### src/rtl/shift_register_pkg.sv
// Shared definitions for the universal shift register:
// command mode codes, FSM state codes and a burst-mode helper.
package shift_register_pkg;

    localparam logic [2:0] MODE_HOLD = 3'd0;
    localparam logic [2:0] MODE_LOAD = 3'd1;
    localparam logic [2:0] MODE_CLR  = 3'd2;
    localparam logic [2:0] MODE_SHL  = 3'd3;
    localparam logic [2:0] MODE_SHR  = 3'd4;
    localparam logic [2:0] MODE_ROL  = 3'd5;
    localparam logic [2:0] MODE_ROR  = 3'd6;
    localparam logic [2:0] MODE_ASR  = 3'd7;

    localparam logic ST_IDLE = 1'b0;
    localparam logic ST_RUN  = 1'b1;

    // Shift/rotate modes honour the step count; the rest are one-shot.
    function automatic logic is_burst_mode(input logic [2:0] mode);
        return mode >= MODE_SHL;
    endfunction

endpackage

### src/rtl/shift_step.sv
// One-step next-value function of the universal shift register.
// Purely combinational; the top owns all state.
module shift_step
    import shift_register_pkg::*;
#(
    parameter int BW_DATA = 8
) (
    input  logic [2:0]         mode,
    input  logic [BW_DATA-1:0] q,
    input  logic               sin,
    input  logic [BW_DATA-1:0] d,
    output logic [BW_DATA-1:0] q_next,
    output logic               sout_next,
    output logic               sout_update
);

    // Decode the mode into the next register value and exiting bit.
    always_comb begin
        q_next      = q;
        sout_next   = 1'b0;
        sout_update = 1'b0;
        unique case (mode)
            MODE_HOLD: q_next = q;
            MODE_LOAD: q_next = d;
            MODE_CLR:  q_next = '0;
            MODE_SHL: begin
                q_next      = {q[BW_DATA-2:0], sin};
                sout_next   = q[BW_DATA-1];
                sout_update = 1'b1;
            end
            MODE_SHR: begin
                q_next      = {sin, q[BW_DATA-1:1]};
                sout_next   = q[0];
                sout_update = 1'b1;
            end
            MODE_ROL: begin
                q_next      = {q[BW_DATA-2:0], q[BW_DATA-1]};
                sout_next   = q[BW_DATA-1];
                sout_update = 1'b1;
            end
            MODE_ROR: begin
                q_next      = {q[0], q[BW_DATA-1:1]};
                sout_next   = q[0];
                sout_update = 1'b1;
            end
            MODE_ASR: begin
                q_next      = {q[BW_DATA-1], q[BW_DATA-1:1]};
                sout_next   = q[0];
                sout_update = 1'b1;
            end
            default: q_next = q;
        endcase
    end

endmodule

### src/rtl/shift_register_univ.sv
// Universal shift register with a valid/ready command port.
// Step 1 runs at the accept edge; a counter runs the remaining steps.
module shift_register_univ
    import shift_register_pkg::*;
#(
    parameter int BW_DATA = 8,
    parameter int BW_STEP = 3
) (
    input  logic               i_Clk,
    input  logic               i_Rstn,
    input  logic               i_Valid,
    output logic               o_Ready,
    input  logic [2:0]         i_Mode,
    input  logic [BW_STEP-1:0] i_Steps,
    input  logic [BW_DATA-1:0] i_D,
    input  logic               i_Sin,
    output logic [BW_DATA-1:0] o_Qout,
    output logic               o_Sout,
    output logic               o_Done,
    output logic               o_Busy
);

    localparam logic [BW_STEP-1:0] CNT_ONE = BW_STEP'(1);

    logic               state;
    logic               state_nxt;
    logic [BW_STEP-1:0] cnt;
    logic [2:0]         mode_q;
    logic               accept;
    logic               multi;
    logic               last_step;
    logic               step_en;
    logic [2:0]         step_mode;
    logic [BW_DATA-1:0] q_next;
    logic               sout_next;
    logic               sout_update;

    assign accept    = i_Valid && (state == ST_IDLE);
    assign multi     = is_burst_mode(i_Mode) && (i_Steps != '0);
    assign last_step = (state == ST_RUN) && (cnt == CNT_ONE);
    assign step_en   = accept || (state == ST_RUN);
    assign step_mode = (state == ST_RUN) ? mode_q : i_Mode;

    shift_step #(
        .BW_DATA (BW_DATA)
    ) u_step (
        .mode        (step_mode),
        .q           (o_Qout),
        .sin         (i_Sin),
        .d           (i_D),
        .q_next      (q_next),
        .sout_next   (sout_next),
        .sout_update (sout_update)
    );

    // FSM state register.
    always_ff @(posedge i_Clk or negedge i_Rstn) begin
        if (!i_Rstn) state <= ST_IDLE;
        else         state <= state_nxt;
    end

    // Enter RUN for multi-step bursts, leave on the last step.
    always_comb begin
        state_nxt = state;
        unique case (state)
            ST_IDLE: if (accept && multi) state_nxt = ST_RUN;
            ST_RUN:  if (cnt == CNT_ONE)  state_nxt = ST_IDLE;
            default: state_nxt = ST_IDLE;
        endcase
    end

    // Handshake outputs follow the state directly.
    always_comb begin
        o_Ready = (state == ST_IDLE);
        o_Busy  = (state != ST_IDLE);
    end

    // Remaining-step counter and latched burst mode.
    always_ff @(posedge i_Clk or negedge i_Rstn) begin
        if (!i_Rstn) begin
            cnt    <= '0;
            mode_q <= MODE_HOLD;
        end else if (accept && multi) begin
            cnt    <= i_Steps;
            mode_q <= i_Mode;
        end else if (state == ST_RUN) begin
            cnt    <= cnt - CNT_ONE;
        end
    end

    // Data register and serial-out bit, one step per enabled edge.
    always_ff @(posedge i_Clk or negedge i_Rstn) begin
        if (!i_Rstn) begin
            o_Qout <= '0;
            o_Sout <= 1'b0;
        end else if (step_en) begin
            o_Qout <= q_next;
            if (sout_update) o_Sout <= sout_next;
        end
    end

    // Done pulses the cycle after a command's final update.
    always_ff @(posedge i_Clk or negedge i_Rstn) begin
        if (!i_Rstn) o_Done <= 1'b0;
        else         o_Done <= (accept && !multi) || last_step;
    end

endmodule

### config.mk
export PLATFORM = sky130hd
export DESIGN_NAME = shift_register_univ
export DESIGN_NICKNAME = d
export VERILOG_FILES = /design/src/rtl/shift_register_pkg.sv /design/src/rtl/shift_step.sv /design/src/rtl/shift_register_univ.sv
export SDC_FILE = /design/constraint.sdc
export NUM_CORES = 1
export LEC_CHECK = 0
export BUFFER_PORTS_ARGS = -buffer_cell sky130_fd_sc_hd__buf_2
export CAP_MARGIN = 20
export CORE_ASPECT_RATIO = 1.25
export CORE_MARGIN = 2
export CORE_UTILIZATION = 56
export DETAILED_ROUTE_END_ITERATION = 16
export PLACE_DENSITY = 0.84
export SLEW_MARGIN = 10
export SYNTH_ARGS = -nofsm -noshare
export SYNTH_HDL_FRONTEND = slang
export SYNTH_SLANG_ARGS = --single-unit
### constraint.sdc
create_clock -name i_Clk -period 3.54 [get_ports i_Clk]
set_input_delay 0.708 -clock i_Clk [delete_from_list [all_inputs] [get_ports i_Clk]]
set_output_delay 0.708 -clock i_Clk [all_outputs]
set_load 0.02 [all_outputs]
Yosys cells after proc, flatten, opt, wreduce, memory -nomap -nowiden
Index checks and enable logic that the tools add are counted.

Logic and storage cells: 46. Output and inout bits: 12. Register bits: 17. Bits of input ports: 18.

$add $sub $neg: 1. Reduce and logical (&&, ||, !) cells: 17. Muxes and demuxes: 9. Bitwise operators: 3. Eq/ne operators: 8. Magnitude comparators: 1.

Operator list (count): one-hot mux 8 bit (7 select lines) (1); equality test 3 bit (second input constant) (4); two-way mux 3 bit (3); equality test 3 x 1 -> 1 bit (second input constant) (2); equality test 3 x 2 -> 1 bit (second input constant) (2); logical AND 1 bit (5); OR reduction 5 bit (1); one-hot mux 1 bit (2 select lines) (2); AND reduction 2 bit (2); greater-or-equal comparator 3 x 2 -> 1 bit (second input constant) (1); zero test 3 bit (1); two-way mux 1 bit (3); NOT 1 bit (3); AND reduction 3 bit (1); nonzero test 3 bit (1); OR reduction 3 bit (1); subtractor 3 x 1 -> 3 bit (second input constant) (1); logical OR 1 bit (2); nonzero test 2 bit (1); OR reduction 2 bit (1); zero test 1 bit (1).

Longest topological paths before layout
Gate-level depths: netlist of run 1.

Depth after elaboration: 5. Depth in mapped cells: 7. Depth with buffers taken out: 6.

Modules after synthesis
Synthesis of run 1 repeated with hierarchy kept, for this count alone.

Cell total of the unflattened synthesis: 124. Area total of the unflattened synthesis: 1260.0 um^2.

Modules (own cells, without submodules): shift_register_univ (cells an instance 61, seq. area each 425.4 um^2, area an instance 800.8 um^2, times used 1); shift_step (cells an instance 63, seq. area each 0.0 um^2, area an instance 459.2 um^2, times used 1).

Least setup slack after synthesis of run 1
Ideal clock, no wire load.

Path type: register to register. From: register state, in the netlist o_Busy. To: register o_Qout[1]. Required time: 3.420 ns. Setup time: 0.120 ns. Buffers on the path: 3. Clock period less this slack: 1.794 ns. Arrival time: 1.674 ns. Cell stages (with the launch flop): 8. Path slack: 1.746 ns. Cells stage by stage: dfrtp_1 buf_6 nor3b_4 or2_1 buf_6 buf_6 a221o_1 a31o_1.

Word-level cells in the longest chain between the ends: 4. Elaborated cells on any way between the ends: 15. Those cells by class: eq/ne (7); mux (2); bitwise (2); reduce/logical (4).

RTL lines: start, declared (line shift_register_univ.sv:25) `logic state;`; start signal, assigned (line shift_register_univ.sv:59) `else state <= state_nxt;`; parallel branches: the longest is 4 deep, another holds one-hot mux 8 bit (7 select lines); end signal, assigned (line shift_register_univ.sv:97) `o_Qout <= q_next;`; end, declared (line shift_register_univ.sv:17) `output logic [BW_DATA-1:0] o_Qout,`.

Several ways; the timed one is not identified. A chain may end at the register's enable or synchronous reset.

Worst setup path after layout of run 1
From: register state, in the netlist o_Busy. To: output port o_Ready.

Word-level cells in the longest chain between the ends: 1.

RTL lines: NOT 1 bit; end, declared (line shift_register_univ.sv:12) `output logic o_Ready,`.

Every way passes these cells.

==> results of run 1 <==
[layer usage]
layer	vias up	share of wire	wire length [um]	GRT usage
met5	-	0	0	0
met4	0	0.015	37	0.0840
met3	5	0.053	129	0.0392
met2	27	0.53	1270	0.373
met1	456	0.40	973	0.266
li1	473	-	-	-
[logic make-up after synthesis]
family / after synthesis / synth area share
AOI/OAI and AO/OA: 42 / 0.281
DFF: 17 / 0.361
xor gates and xnor gates: 1 / 0.00744
buffers and inverters: 10 / 0.0574
and+or+nand+nor: 25 / 0.147
adders and majority gates: 2 / 0.0213
muxes: 12 / 0.125
[placed cells by master, fill, tap and decap left out, types with 4 or more instances in the layout]
cell type  instances
mux2_2             6
or2b_1             6
a31o_1             6
inv_1              5
buf_2             29
a221o_1            6
nor2_1             4
dfrtp_1           17
a21oi_1            7
a21boi_0           6
[area by class of cell]
cell class                      count  area (um2)  area share
Multi-Input combinational cell     82         684       0.516
Sequential cell                    17         425       0.321
Timing Repair Buffer               29         145       0.109
Tap cell                           20        25.0      0.0189
Clock buffer                        3        22.5      0.0170
Inverter                            5        18.8      0.0142
Clock inverter                      1        5.00     0.00377
[final timing paths]
path                        start   endpoint  cells after the start
setup / recovery           o_Busy    o_Ready                      2
hold / removal             i_Rstn     cnt[0]                      1
setup reg to reg           o_Busy  o_Qout[5]                      4
hold reg to reg            cnt[0]     cnt[0]                      1
max in group asynchronous  i_Rstn  mode_q[2]                      1
min in group i_Clk         cnt[0]     cnt[0]                      1
[worst max-delay path, delay by kind of cell, from the launching register on]
| family | cells | cell delay (ns) |
|---|---|---|
| buffers and inverters | 2 | 0.44 |
| DFF | 1 | 0.81 |
[sequential cells by signal, summed over array words and instances (netlist names)]
| register | count |
|---|---|
| o_Sout | 1 |
| o_Done | 1 |
| mode_q | 3 |
| cnt | 3 |
| o_Busy | 1 |
| o_Qout | 8 |
[power groups by stage]
stage | clock network, mW | registers [mW] | logic (mW)
3_3_place_gp | 0 | 0.422 | 0.774
3_5_place_dp | 0 | 0.428 | 0.800
2_1_floorplan | 0 | 0.449 | 0.622
4_1_cts | 0.107 | 0.423 | 0.801
5_1_grt | 0.118 | 0.441 | 0.872
6_report | 0.106 | 0.423 | 0.793
[metrics by stage]
stage,util,std cells,area [um2]
5_1_grt,0.669,157,1330
2_1_floorplan,-,109,1180
4_1_cts,0.669,157,1330
3_3_place_gp,0.655,153,1300
3_5_place_dp,0.655,153,1300
6_report,0.669,157,1330
==> flow_summary.json, run 1 <==
{
  "clock_root_buffer": "clkbuf_4",
  "gp_congestion": 0.826,
  "pwr-share-comb": 0.600,
  "timing_worst_slew_pin_value_ns": 0.702,
  "grt_util_all_layers": 0.220,
  "final_nets": 158,
  "clock_tree.htree_level_count": 1,
  "ios": 30,
  "drive_gt1_frac": 0.343,
  "reg2reg_setup_slack_ns": 1.39,
  "hold-worst-slack_ns": 0.313,
  "final.setup.worst_slack_ns": 1.29,
  "finalClockSkew_ns": 0.00562,
  "synth_area_mm2": 0.00118,
  "synth_common_cells": "dfrtp_1, a21oi_1",
  "synth_top_flop_cell": "dfrtp_1",
  "worstPathRequired_ns": 2.83,
  "arrival_ns": 1.55,
  "wirelength_mm": 2.41,
  "finalPower_mw": 1.32,
  "cell_with_the_most_instances_after_synthesis": "dfrtp_1",
  "synthDominantCellAreaShare": 0.361,
  "die_h_um": 55.3,
  "clock_sink_count": 17,
  "worst_path_largest_cell_delay_ns": 0.81,
  "fin_setup_tns_ns": 0,
  "core-area_mm2": 0.00198,
  "synth.distinct_cells": 37,
  "antennaDiodeCount": 0,
  "final.min_clock_period_ns": 2.25,
  "synthTopCellsByArea": "dfrtp_1, mux2_2, a221o_1, a31o_1, a21boi_0",
  "crit_path_end_kind": "output port",
  "timing_hold_violations_final": 0,
  "avgRoutedWirePerCell_um": 15.4,
  "cts.reportedPaths.clkPinSlew_ns": 0.10,
  "die_width_um": 45.0,
  "power_density_over_the_cells_mw_per_mm2": 997,
  "vias_in_the_first_global_route": 939,
  "maximum_operating_frequency_mhz": 444,
  "rows": 18,
  "design.die.area_mm2": 0.00249,
  "report.final.slew_viol_count": 0,
  "power_leakage_nw": 0.600,
  "maxSlewHeadroom": 0.532,
  "initial_core_util": 0.594,
  "cts.path.max_buffers": 2,
  "max-cap-violations": 0,
  "synth_edf_count": 0,
  "clock_power_share": 0.080,
  "status": "complete, no violations",
  "area_delta_synth_final_pct": 12.6,
  "synth-seq-area-share": 0.361,
  "pwr-share-seq": 0.320,
  "routed-via-count": 961,
  "synth-async-reset-ratio": 1.00,
  "drt_via_density": 6.12,
  "antenna_violating_nets_post_route": 0,
  "worst_path_cell_with_the_longest_stage_delay": "dfrtp_1",
  "cell_by_cell_listing_of_the_critical_path": "inv_1 > buf_2",
  "postCtsSetupBuffers": 0,
  "synth-seq-cells": 17,
  "grt_antenna_before_repair": 0,
  "cts-buffers-inserted": 3,
  "count_of_tritonroute_iterations_in_the_first_routing_pass": 4,
  "mappedNetlistNets": 129,
  "finalSetupViolations": 0,
  "cts_hold_buffers": 0,
  "tritoncts": "yes",
  "unrepaired_setup_endpoints_after_global_routing": "no",
  "pin_count_of_the_biggest_net_entering_global_routing": 18,
  "portBuffers": 29,
  "critical_path.max_fanout": 17,
  "final.fill_count": 170,
  "drt-initial-drc-count": 11,
  "hp-class": "primary input to async pin",
  "synth.avg_cell_area_um2": 10.8,
  "power.internal_mw": 0.714,
  "final_min_period_over_clock_period": 0.637,
  "p_switching_mw": 0.609,
  "cts_repair_resize_count": 0,
  "yosysWarnings": 0,
  "vdd.ir_drop.worst_v": 0.000733,
  "drt_drc_violations_left": 0,
  "hpwlAfterDp_mm": 1.90,
  "post-place-ws_ns": 1.35,
  "switching_share": 0.460,
  "grt_remaining_overflow": 0,
  "crit_type": "flop to output port",
  "grt_pass1_wl_mm": 4.18,
  "startpoint_type": "flop",
  "yosysTopAreaCell": "dfrtp_1",
  "worstSkewPairLatency_ns": 0.30,
  "syn_inst": 109
}
Power figures use the tool's default switching activity.
==> inputs of run 2 (changes only) <==
--- a/config.mk
+++ b/config.mk
@@ -9,9 +9,9 @@
 export CAP_MARGIN = 20
 export CORE_ASPECT_RATIO = 1.25
 export CORE_MARGIN = 2
-export CORE_UTILIZATION = 56
+export CORE_UTILIZATION = 47
 export DETAILED_ROUTE_END_ITERATION = 16
-export PLACE_DENSITY = 0.84
+export PLACE_DENSITY = 0.75
 export SLEW_MARGIN = 10
 export SYNTH_ARGS = -nofsm -noshare
 export SYNTH_HDL_FRONTEND = slang
==> constraint.sdc (replaced) <==
create_clock -name i_Clk -period 2 [get_ports i_Clk]
set_input_delay 0.4 -clock i_Clk [delete_from_list [all_inputs] [get_ports i_Clk]]
set_output_delay 0.4 -clock i_Clk [all_outputs]
set_load 0.02 [all_outputs]
==> flow_summary.json, run 2 (synthesis gave the netlist of run 1 again) <==
{
  "final.fill_count": 230,
  "cell_by_cell_listing_of_the_critical_path": "nor3b_4 > or2_2 > a21oi_2 > o32ai_1",
  "routed-via-count": 987,
  "non_filler_instance_count_after_layout": 173,
  "clock_sink_count": 17,
  "hpwlAfterDp_mm": 2.01,
  "area_delta_synth_final_pct": 15.8,
  "reg2reg_setup_slack_ns": 0.14,
  "max-cap-violations": 0,
  "grt.met1_usage": 0.240,
  "mostFrequentLayoutCell": "buf_2",
  "cts.reportedPaths.clkPinSlew_ns": 0.10,
  "drt_via_density": 5.71,
  "largest_registers_ranked_by_flip_flop_count": "o_Qout x8, cnt x3, mode_q x3",
  "hp-class": "primary input to async pin",
  "power_density_over_the_cells_mw_per_mm2": 1750,
  "grt_pass1_wl_mm": 4.58,
  "global_route.peak_usage_layer": "met2",
  "wirelength_mm": 2.66,
  "initial_core_util": 0.490,
  "critical-path-top-delay-family": "simple AND/OR/NAND/NOR gates",
  "global_routing_met3_resource_utilization": 0.0225,
  "final_nets": 161,
  "cts.path.max_buffers": 2,
  "maxSlewHeadroom": 0.676,
  "antenna_violating_nets_post_route": 0,
  "finalSetupViolations": 0,
  "worstSkewPairLatency_ns": 0.29,
  "antennaDiodeCount": 0,
  "worst_path_largest_cell_delay_ns": 0.54,
  "place_inst": 169,
  "gp_congestion": 0.789,
  "report.final.slew_viol_count": 0,
  "register_with_the_most_flip_flops": "o_Qout",
  "die_h_um": 60.0,
  "design.die.area_mm2": 0.00292,
  "tritoncts": "yes",
  "clock_tree.htree_level_count": 1,
  "postCtsSetupBuffers": 0,
  "status": "complete, no violations",
  "layout_common_cells": "buf_2, dfrtp_1, a21oi_1",
  "crit_path_end_kind": "flop",
  "cts-buffers-inserted": 3,
  "grt_remaining_overflow": 0,
  "maximum_operating_frequency_mhz": 537,
  "power_leakage_nw": 0.613,
  "core-area_mm2": 0.00240,
  "grt_util_all_layers": 0.209,
  "die_width_um": 48.8,
  "final_min_period_over_clock_period": 0.932,
  "flip_flop_count_of_the_largest_register_after_layout": 8,
  "final_core_utilization": 0.568,
  "final.min_clock_period_ns": 1.86,
  "vdd.ir_drop.worst_v": 0.000890,
  "fin_setup_tns_ns": 0,
  "drt-initial-drc-count": 22,
  "crit_type": "flop to flop",
  "timing_worst_slew_pin_value_ns": 0.482,
  "worst_path_cell_with_the_longest_stage_delay": "dfrtp_1",
  "arrival_ns": 2.03,
  "count_of_tritonroute_iterations_in_the_first_routing_pass": 4,
  "avgRoutedWirePerCell_um": 15.4,
  "ios": 30,
  "portBuffers": 29,
  "unrepaired_setup_endpoints_after_global_routing": "no",
  "drive_gt1_frac": 0.357,
  "finalClockSkew_ns": 0.00337,
  "timing_hold_violations_final": 0,
  "drt_drc_violations_left": 0,
  "grt_antenna_before_repair": 0,
  "rows": 20,
  "vias_in_the_first_global_route": 989,
  "critical_path.max_fanout": 16,
  "clock_root_buffer": "clkbuf_4",
  "critical_path.n_buffers_inverters": 0,
  "grt.met2_usage": 0.391,
  "startpoint_type": "flop",
  "pin_count_of_the_biggest_net_entering_global_routing": 18,
  "worstPathRequired_ns": 2.17
}
## run 2: cell count changes in the layout (fill, tap and decap cells not counted)
cell      change
clkinv_2      -1
or2_2         +1
or2_1         -1
buf_4         +3
clkbuf_1      +1
## run 2: timing repair
action,4_1_cts,5_1_grt
hold buffers,0,0
endpoints found under the hold margin,0,0
gates resized for setup,0,1
setup endpoints to repair,0,7
## run 2: path summary, 6_finish.rpt
check / from / to / cells past startpoint
min reg2reg: cnt[0] / cnt[0] / 1
max: o_Busy / o_Qout[0] / 4
min: i_Rstn / o_Qout[2] / 1
max reg2reg: o_Busy / o_Qout[0] / 4
max in group asynchronous: i_Rstn / o_Busy / 1
min in group i_Clk: i_Steps[2] / cnt[2] / 3
## run 2: layout make-up
class | instances | area [um2] | share of cell area
clock buffer | 4 | 26.3 | 0.0193
sequential | 17 | 425 | 0.312
tap | 33 | 41.3 | 0.0303
inverter | 5 | 18.8 | 0.0138
timing repair buffer | 32 | 168 | 0.123
multi-input combinational | 82 | 684 | 0.502
## run 2: where the power goes
| group | switching (mW) | internal [mW] | total (mW) |
|---|---|---|---|
| Sequential | 0.209 | 0.521 | 0.730 |
| Clock | 0.110 | 0.0777 | 0.187 |
| Combinational | 0.777 | 0.698 | 1.48 |
## run 2: metrics by stage
step                      power, mW  area [um2]  setup slack (ns)  hold WS (ns)
after floorplan                1.90        1180             0.206         0.104
after global placement         2.15        1340             0.181         0.342
after detailed placement       2.22        1340            0.0658         0.350
after CTS                      2.41        1360            0.0558        0.0214
after global routing           2.59        1360            0.0365        0.0386
final                          2.39        1360             0.137        0.0165
## run 2: per-layer routing
layer	vias to the layer above	routed length, um
met5	-	0
met4	0	47
met3	5	111
met2	30	1350
met1	475	1150
li1	477	-
